`src/rtl/cpu_mc_pkg.sv`:
```
// Shared definitions for the multicycle CPU core: opcodes, branch conditions,
// ALU operation codes, FSM states, flag bit positions and small decode helpers.
package cpu_mc_pkg;

  localparam logic [3:0] OP_BR  = 4'h0;
  localparam logic [3:0] OP_RTM = 4'h6;
  localparam logic [3:0] OP_MTR = 4'h7;

  localparam logic [3:0] BR_JMP = 4'h8;
  localparam logic [3:0] BR_BZ  = 4'h4;
  localparam logic [3:0] BR_BNZ = 4'h5;
  localparam logic [3:0] BR_BC  = 4'h6;
  localparam logic [3:0] BR_BNC = 4'h7;

  localparam int FLAG_Z = 0;
  localparam int FLAG_C = 1;

  typedef enum logic [2:0] {
    ALU_ADD  = 3'd0,
    ALU_SUB  = 3'd1,
    ALU_AND  = 3'd2,
    ALU_OR   = 3'd3,
    ALU_XOR  = 3'd4,
    ALU_SHL  = 3'd5,
    ALU_SHR  = 3'd6,
    ALU_PASS = 3'd7
  } alu_op_e;

  typedef enum logic [1:0] {
    FETCH    = 2'd0,
    EXEC     = 2'd1,
    MEM_WAIT = 2'd2,
    HALT     = 2'd3
  } state_e;

  // R-type opcodes (1xxx) carry the ALU code directly. The C-type opcodes
  // 0001..0101 select ADD..XOR, so 4'h1 is add-immediate.
  function automatic logic [2:0] alu_sel(input logic [3:0] op);
    logic [2:0] sel;
    if (op[3]) sel = op[2:0];
    else       sel = op[2:0] - 3'd1;
    return sel;
  endfunction

  // Branch condition evaluation on the stored flags.
  function automatic logic br_taken(input logic [3:0] op2, input logic [1:0] fl);
    logic t;
    case (op2)
      BR_JMP:  t = 1'b1;
      BR_BZ:   t = fl[FLAG_Z];
      BR_BNZ:  t = ~fl[FLAG_Z];
      BR_BC:   t = fl[FLAG_C];
      BR_BNC:  t = ~fl[FLAG_C];
      default: t = 1'b0;
    endcase
    return t;
  endfunction

endpackage

```
`src/rtl/cpu_mc_alu.sv`:
```
// Combinational ALU for the multicycle CPU core. Produces the result plus
// zero and carry/borrow flags packed as {carry, zero}.
module cpu_mc_alu
  import cpu_mc_pkg::*;
#(
  parameter int DATA_W = 8
) (
  input  logic [DATA_W-1:0] a,
  input  logic [DATA_W-1:0] b,
  input  logic [2:0]        op,
  output logic [DATA_W-1:0] r,
  output logic [1:0]        flags
);

  logic [DATA_W:0]   w_sum;
  logic [DATA_W-1:0] w_r;
  logic              w_c;

  assign w_sum = {1'b0, a} + {1'b0, b};

  // Result and carry selection per operation.
  always_comb begin
    w_r = '0;
    w_c = 1'b0;
    case (op)
      ALU_ADD: begin
        w_r = w_sum[DATA_W-1:0];
        w_c = w_sum[DATA_W];
      end
      ALU_SUB: begin
        w_r = a - b;
        w_c = (a < b);
      end
      ALU_AND:  w_r = a & b;
      ALU_OR:   w_r = a | b;
      ALU_XOR:  w_r = a ^ b;
      ALU_SHL: begin
        w_r = {a[DATA_W-2:0], 1'b0};
        w_c = a[DATA_W-1];
      end
      ALU_SHR: begin
        w_r = {1'b0, a[DATA_W-1:1]};
        w_c = a[0];
      end
      default:  w_r = b;
    endcase
  end

  assign r             = w_r;
  assign flags[FLAG_Z] = (w_r == '0);
  assign flags[FLAG_C] = w_c;

endmodule

```
`src/rtl/cpu_core_mc.sv`:
```
// Multicycle CPU core: FETCH/EXEC/MEM_WAIT/HALT FSM, 4-entry register file,
// stored zero/carry flags. Instruction ROM is read combinationally; data RAM
// returns load data one cycle after the address is presented.
// Optional macro CPU_MC_INSTRET_EN adds a 32-bit retired-instruction counter.
module cpu_core_mc
  import cpu_mc_pkg::*;
#(
  parameter int DATA_W  = 8,
  parameter int IMEM_AW = 8,
  parameter int DMEM_AW = 8
) (
  input  logic               clk,
  input  logic               rst,
  output logic [IMEM_AW-1:0] imem_addr,
  input  logic [15:0]        imem_data,
  output logic [DMEM_AW-1:0] dmem_addr,
  output logic [DATA_W-1:0]  dmem_wdata,
  output logic               dmem_we,
  input  logic [DATA_W-1:0]  dmem_rdata,
  output logic               halted,
  output logic [IMEM_AW-1:0] pc,
  output logic [1:0]         flags
`ifdef CPU_MC_INSTRET_EN
  ,
  output logic [31:0]        instret
`endif
);

  state_e              r_state;
  state_e              w_state_nxt;
  logic [IMEM_AW-1:0]  r_pc;
  logic [IMEM_AW-1:0]  w_pc_nxt;
  logic [15:0]         r_ir;
  logic [1:0]          r_flags;
  logic [DATA_W-1:0]   r_rf [4];

  logic [3:0]          w_op;
  logic [7:0]          w_const;
  logic [1:0]          w_rs2;
  logic [1:0]          w_rs1;
  logic [1:0]          w_re;
  logic [3:0]          w_op2;
  logic [DATA_W-1:0]   w_b;
  logic [DATA_W-1:0]   w_alu_r;
  logic [1:0]          w_alu_flags;
  logic                w_rf_we;
  logic [DATA_W-1:0]   w_rf_wdata;
  logic                w_flags_we;
  logic [IMEM_AW-1:0]  w_pc_inc;

  assign w_op     = r_ir[15:12];
  assign w_const  = r_ir[11:4];
  assign w_rs2    = r_ir[5:4];
  assign w_rs1    = r_ir[3:2];
  assign w_re     = r_ir[1:0];
  assign w_op2    = r_ir[3:0];
  assign w_b      = w_op[3] ? r_rf[w_rs2] : DATA_W'(w_const);
  assign w_pc_inc = r_pc + IMEM_AW'(1);

  cpu_mc_alu #(
    .DATA_W (DATA_W)
  ) u_alu (
    .a     (r_rf[w_rs1]),
    .b     (w_b),
    .op    (alu_sel(w_op)),
    .r     (w_alu_r),
    .flags (w_alu_flags)
  );

  // Next-state, pc, write-enable and data-memory strobe decode.
  always_comb begin
    w_state_nxt = r_state;
    w_pc_nxt    = r_pc;
    w_rf_we     = 1'b0;
    w_rf_wdata  = w_alu_r;
    w_flags_we  = 1'b0;
    dmem_we     = 1'b0;
    dmem_addr   = '0;
    dmem_wdata  = '0;
    case (r_state)
      FETCH: w_state_nxt = EXEC;
      EXEC: begin
        if (w_op == OP_BR) begin
          if (r_ir == 16'h0000) begin
            w_state_nxt = HALT;
          end else begin
            w_pc_nxt    = br_taken(w_op2, r_flags) ? w_const[IMEM_AW-1:0] : w_pc_inc;
            w_state_nxt = FETCH;
          end
        end else if (w_op == OP_RTM) begin
          dmem_we     = 1'b1;
          dmem_addr   = w_const[DMEM_AW-1:0];
          dmem_wdata  = r_rf[w_rs1];
          w_pc_nxt    = w_pc_inc;
          w_state_nxt = FETCH;
        end else if (w_op == OP_MTR) begin
          dmem_addr   = w_const[DMEM_AW-1:0];
          w_state_nxt = MEM_WAIT;
        end else begin
          w_rf_we     = 1'b1;
          w_flags_we  = 1'b1;
          w_pc_nxt    = w_pc_inc;
          w_state_nxt = FETCH;
        end
      end
      MEM_WAIT: begin
        w_rf_we     = 1'b1;
        w_rf_wdata  = dmem_rdata;
        w_pc_nxt    = w_pc_inc;
        w_state_nxt = FETCH;
      end
      HALT:    w_state_nxt = HALT;
      default: w_state_nxt = FETCH;
    endcase
  end

  // FSM state register.
  always_ff @(posedge clk) begin
    if (rst) r_state <= FETCH;
    else     r_state <= w_state_nxt;
  end

  // Program counter, instruction register and flags; reset drops any pending write.
  always_ff @(posedge clk) begin
    if (rst) begin
      r_pc    <= '0;
      r_ir    <= '0;
      r_flags <= '0;
    end else begin
      r_pc <= w_pc_nxt;
      if (r_state == FETCH) r_ir <= imem_data;
      if (w_flags_we) r_flags <= w_alu_flags;
    end
  end

  // Register file; operands read the old value when Re matches a source.
  always_ff @(posedge clk) begin
    if (rst) begin
      for (int i = 0; i < 4; i++) r_rf[i] <= '0;
    end else if (w_rf_we) begin
      r_rf[w_re] <= w_rf_wdata;
    end
  end

`ifdef CPU_MC_INSTRET_EN
  logic        w_retire;
  logic [31:0] r_instret;

  // Retirement: leaving EXEC toward FETCH, or completing a load.
  assign w_retire = ((r_state == EXEC) && (w_state_nxt == FETCH)) || (r_state == MEM_WAIT);

  // Retired-instruction counter, wraps at 2^32.
  always_ff @(posedge clk) begin
    if (rst)           r_instret <= '0;
    else if (w_retire) r_instret <= r_instret + 32'd1;
  end

  assign instret = r_instret;
`endif

  assign imem_addr = r_pc;
  assign pc        = r_pc;
  assign flags     = r_flags;
  assign halted    = (r_state == HALT);

endmodule

```
`config.mk`:
```
export PLATFORM = sky130hd
export DESIGN_NAME = cpu_core_mc
export DESIGN_NICKNAME = d
export VERILOG_FILES = /design/src/rtl/cpu_mc_pkg.sv /design/src/rtl/cpu_mc_alu.sv /design/src/rtl/cpu_core_mc.sv
export SDC_FILE = /design/constraint.sdc
export NUM_CORES = 1
export LEC_CHECK = 0
export ABC_CLOCK_PERIOD_IN_PS = 3460
export CAP_MARGIN = 5
export CORE_MARGIN = 1
export CORE_UTILIZATION = 51
export DETAILED_ROUTE_END_ITERATION = 8
export PLACE_DENSITY = 0.73
export SYNTH_ARGS = -nofsm -noshare
export SYNTH_HDL_FRONTEND = slang
export SYNTH_SLANG_ARGS = --single-unit
```
`constraint.sdc`:
```
create_clock -name clk -period 3.46 [get_ports clk]
set_input_delay 0.692 -clock clk [delete_from_list [all_inputs] [get_ports clk]]
set_output_delay 0.692 -clock clk [all_outputs]
set_load 0.01 [all_outputs]
```
Yosys cells after proc, flatten, opt, wreduce, memory -nomap -nowiden
Memory sizes are Yosys's and may differ from the RTL's. A register that Yosys moved wholly into a read port is not among the register bits.
Index checks and enable logic that the tools add are counted.
{"block": "totals", "reg_bits": 28, "mem_bits_rw": 32, "inputBits": 26, "output_inout_bits": 36, "memories": 1}
{"block": "classes", "add_sub_neg": 4, "order_cmp": 1, "n_eq_ne": 18, "n_mux": 47, "n_bitwise": 5, "reduce_logical": 8}
{"name": "r_rf", "depth": 4, "word_bits": 8, "rd": 2, "rd_clocked_by_memory_dff": 2, "wr": 4, "line": "cpu_core_mc.sv:35", "text": "logic [DATA_W-1:0] r_rf [4];"}
{"operator": "$mux 8", "count": 15}
{"operator": "$pmux 8 s7", "count": 1}
{"operator": "$eq 4x3->1 const B", "count": 6}
{"operator": "$mux 2", "count": 9}
{"operator": "$logic_not 16->1", "count": 1}
{"operator": "$mux 1", "count": 16}
{"operator": "$pmux 8 s2", "count": 1}
{"operator": "$add 8x8->9", "count": 1}
{"operator": "$eq 3x3->1 const B", "count": 3}
{"operator": "$add 8x1->8 const B", "count": 1}
{"operator": "$and 8x8->8", "count": 1}
{"operator": "$logic_not 8->1", "count": 1}
{"operator": "$lt 8x8->1", "count": 1}
{"operator": "$or 8x8->8", "count": 1}
{"operator": "$pmux 2 s4", "count": 1}
{"operator": "$reduce_or 8->1", "count": 1}
{"operator": "$sub 8x8->8", "count": 1}
{"operator": "$xor 8x8->8", "count": 1}
{"operator": "$eq 3x2->1 const B", "count": 2}
{"operator": "$pmux 1 s5", "count": 1}
{"operator": "$eq 2x2->1 const B", "count": 2}
{"operator": "$eq 4x4->1 const B", "count": 1}
{"operator": "$logic_not 4->1", "count": 1}
{"operator": "$ne 4x4->1 const B", "count": 1}
{"operator": "other kinds (12)", "count": 13}

Longest topological paths before layout
{"block": "depth", "depth_word": 10, "depth_mapped": 14}

By module
From an unflattened synthesis, not the netlist that was laid out.
{"block": "hier_totals", "cells_unflattened": 513, "hier_area_um2": 5028.6}
{"mod": "cpu_core_mc", "n_inst": 1, "cells_per_inst": 318, "area_each_um2": 3493.4}
{"mod": "cpu_mc_alu", "n_inst": 1, "cells_per_inst": 195, "area_each_um2": 1535.2}

Worst setup path after synthesis
No wires, ideal clock.
{"block": "synth_timing", "kind": "register -> register", "startpoint": "reg (tool-made name)", "endpoint": "mem r_rf[1][4], data pin", "t_arrival_ns": 3.142, "setup_slack_ns": 0.171, "path_stages_with_launch": 15, "path_buffers": 1, "cell_sequence": "dfxtp_1 -> buf_6 -> mux4_2 -> mux2i_1 -> inv_1 -> ha_1 -> fa_1 -> nor2b_1 -> o22ai_1 -> xor2_1 -> mux4_2 -> a2bb2oi_1 -> nand2_1 -> o211ai_1 -> nor2_1"}
{"element": "to (decl)", "line": "cpu_core_mc.sv:35"}

==> metrics.md <==
| Metric | Value |
|---|---|
| DRT antenna net count | `0` |
| Slew Viols, Final | `0` |
| Finish-stage setup viols | `0` |
| CP Max Fanout | `6` |
| Post-synth top flop | `edfxtp_1` |
| Worst Path Required | `3700 ps` |
| Starting Density | `52.5%` |
| Drt drc | `0` |
| Critical Path AT | `3600 ps` |
| Psw | `0.000862 W` |
| PwrDens | `393 mW/mm^2` |
| Hold Path Sink | `imem_addr[7]` |
| CTS Buf Count | `9` |
| Fin nets | `663` |
| Syn Nets | `591` |
| Global-route usage over all layers | `28.9%` |
| P_leak | `2.44 nW` |
| Grt ovf | `0` |
| Die area | `0.00990 mm^2` |
| IO Port Bufs | `61` |
| Initial antenna violation count | `0` |
| Worst setup SP type | `register` |
| Flop2flop setup slack | `100 ps` |
| Die height | `99.5 um` |
| Least-Margin Pin Slew | `1020 ps` |
| Worst vdd rail ir drop | `0.400 mV` |
| Post-DP HPWL | `10.4 mm` |
| Clock-pin slew on the worst setup and hold paths | `80 ps` |
| Drt wl/cell | `19.2 um` |
| Root Buffer | `clkbuf_8` |
| Unique masters post-synth | `64` |
| #FFs+latches synth | `64` |
| CTS tree | `yes` |
| Seq/Total Area, Yosys | `33.0%` |
| Setup Total Neg Slack | `0 ps` |
| Clock group share of total power | `25.5%` |
| Sw Ratio | `36.0%` |
| Delay-heaviest family, CP | `multiplexers` |
| Routability cong. | `0.940` |
| Setup Skew | `12.7 ps` |
| Final Hold Fails | `0` |
| Worst-Skew Late Latency | `350 ps` |
| Combinational fraction of design power | `37.6%` |
| Clock period minus worst slack | `3360 ps` |
| Mapped Area | `0.00485 mm^2` |
| Number of synthesized flops with an enable pin | `32` |
| Pin count of the biggest net entering global routing | `27` |
| Std cell rows | `35` |
| First-pass GRT wire length | `21.8 mm` |
| Gate Count Post-Synth | `529` |
| Total number of vias | `4451` |
| Antenna diodes | `0` |
| FF-to-FF End | `flags[0]` |
| Critical path endpoint category | `register` |
| Post-synthesis async set-or-reset flop share | `0%` |
| Core box area | `0.00924 mm^2` |
| Pre-CTS WS | `-93.2 ps` |
| Hold path cells | `2` |
| Crit path kind | `register to register` |
| Mapped Avg Cell Area | `9.17 um^2` |
| Share of cells above drive strength 1 | `16.5%` |
| Maxcap violations | `0` |
| Clock Tree Buf Depth | `2` |
| CP Cell Sequence | `buf_6, mux4_2, mux2i_4, ha_1, nor2b_1, o21bai_1, and3b_1, a21oi_1, mux2_2, a32oi_4, nor4_2, a32o_1` |
| P&R area growth vs syn | `25.7%` |
| Initial DRC count | `322` |
| Final WL | `14.1 mm` |
| Final Util | `66.0%` |
| Final Total Pwr | `0.00239 W` |
| Seq pwr share | `36.9%` |
| Reg2Reg Depth | `12` |
| Buf/Inv on CP | `1` |
| Slew Limit Headroom | `32.3%` |
| Critical hold path startpoint | `imem_addr[7]` |
| Post-layout worst setup margin | `105 ps` |
| Io pins | `62` |
| Max stage delay on crit path | `540 ps` |
| H-tree depth | `3` |
| P_int | `0.00153 W` |
| Final period util | `97.0%` |
| Hold Path Class | `register to register` |
| DIE WIDTH | `99.5 um` |
| Status | `finished, final reports clean` |
| Hold_buf cts | `0` |
| Pre-Repair DR Iteration Count | `5` |
| CP max stage cell | `mux4_2` |
| Number of global-route vias before repair | `4159` |
| Maximum clock rate | `298 MHz` |
| Sink Count | `64` |
| Yosys warns | `0` |
| DR vias/cell | `6.06` |
metal layers:
layer,wire length (um),share of wire [%],vias up,GRT usage [%]
met4,489,3.5,0,14.6
met3,873,6.2,36,4.29
met1,6100,43,2167,39.1
met2,6670,47,198,45.2
met5,0,0,-,0
li1,-,-,2050,-
cell type report:
cell class                      instances  area, um^2
Timing Repair Buffer                  101         915
Clock inverter                          5        28.8
Fill cell                             735        3140
Inverter                               32         120
Clock buffer                           11         153
Sequential cell                        64        1600
Multi-Input combinational cell        393        3120
Tap cell                              129         161
registers in the layout, summed over array words and instances (netlist names), named ones only:
signal / flops
r_rf: 32
r_ir: 16
imem_addr: 8
flags: 2
r_state: 2
worst max path at each step:
| stage | slack (ps) | end | startpoint | cells after the start |
|---|---|---|---|---|
| 3_5_place_dp | -90 | r_rf[1][6] | register | 13 |
| 5_1_grt | -30 | r_rf[2][7] | register | 13 |
| 6_report | 100 | flags[0] | register | 12 |
| 3_3_place_gp | 30 | r_rf[2][7] | register | 12 |
| 4_1_cts | -7 | r_rf[1][6] | register | 13 |
| 2_1_floorplan | 170 | r_rf[1][4] | register | 14 |
what timing repair did:
item | in CTS | in global routing
endpoints found under the setup margin | 12 | 30
setup buffers | 0 | 2
gates resized for setup | 7 | 30
pin swaps | 0 | 8
power by group through the flow:
stage	logic, W	registers [W]	clock network, W
after floorplan	0.000551	0.000870	0
after global placement	0.000778	0.000892	0
after detailed placement	0.000793	0.000894	0
after CTS	0.000809	0.000878	0.000615
after global routing	0.000972	0.000887	0.000647
final	0.000901	0.000882	0.000611
metrics by stage:
step | cells | cell area [um^2] | hold WS [ps]
after CTS | 733 | 5910 | 538
after floorplan | 529 | 4850 | 481
final | 735 | 6100 | 535
after global routing | 735 | 6100 | 553
after detailed placement | 717 | 5700 | 523
after global placement | 717 | 5700 | 513
placed cells by master (no fill, tap or decap), types with 4 or more instances in the layout:
master	count
clkdlybuf4s50_1	61
dfxtp_1	30
mux4_2	11
nand3b_1	4
o21ai_0	10
and3_1	10
nand2b_1	6
o22ai_1	6
o31ai_1	6
nand3_1	13
a21oi_1	23
nand2_1	40
ha_1	32
nor4_1	5
buf_4	39
nor3b_1	4
mux2i_1	22
clkbuf_8	9
and2_1	11
edfxtp_1	32
xor2_1	5
o21ai_1	11
nor3_1	10
o211ai_1	5
mux4_1	6
mux2i_4	4
a31oi_1	5
inv_1	29
nor2b_1	12
nor2_1	65
a21o_1	6
worst reg2reg max path: stages, from the launching register on:
cell,delay (ps)
dfxtp_2,360
buf_6,150
mux4_2,540
mux2i_4,200
ha_1,320
nor2b_1,290
o21bai_1,90
and3b_1,220
a21oi_1,160
mux2_2,380
a32oi_4,240
nor4_2,100
a32o_1,210
cell usage after synthesis, types with 7 or more instances:
cell type   n  share of area (%)
a21oi_1    23                2.4
dfxtp_1    32                 13
buf_4       8                1.2
clkbuf_1   21                1.6
nor2_1     66                5.1
and2_1     11                1.4
o21ai_1    11                1.1
mux4_2     11                5.1
nand2_1    40                3.1
inv_1      30                2.3
nor3_1     12                1.2
o31ai_1     7                1.1
edfxtp_1   32                 20
ha_1       34                8.8
and3_1     10                1.3
mux2i_1    26                5.4
buf_2       8               0.83
nand3_1    13                1.3
o21ai_0    10                1.0
nor2b_1    13                1.7
cells by family (layout without fill, tap and decap cells):
group | Yosys count | after routing | share of synthesized area, %
AO/OA/AOI/OAI | 109 | 109 | 15.2
XOR/XNOR | 8 | 8 | 1.60
adder cells (fa/ha/maj) | 36 | 36 | 9.60
buffers and inverters | 72 | 149 | 6.71
flip-flops | 64 | 64 | 33.0
multiplexers | 46 | 46 | 14.4
AND/OR/NAND/NOR | 194 | 194 | 19.5
Note: power is estimated with default switching activity, not from simulation.
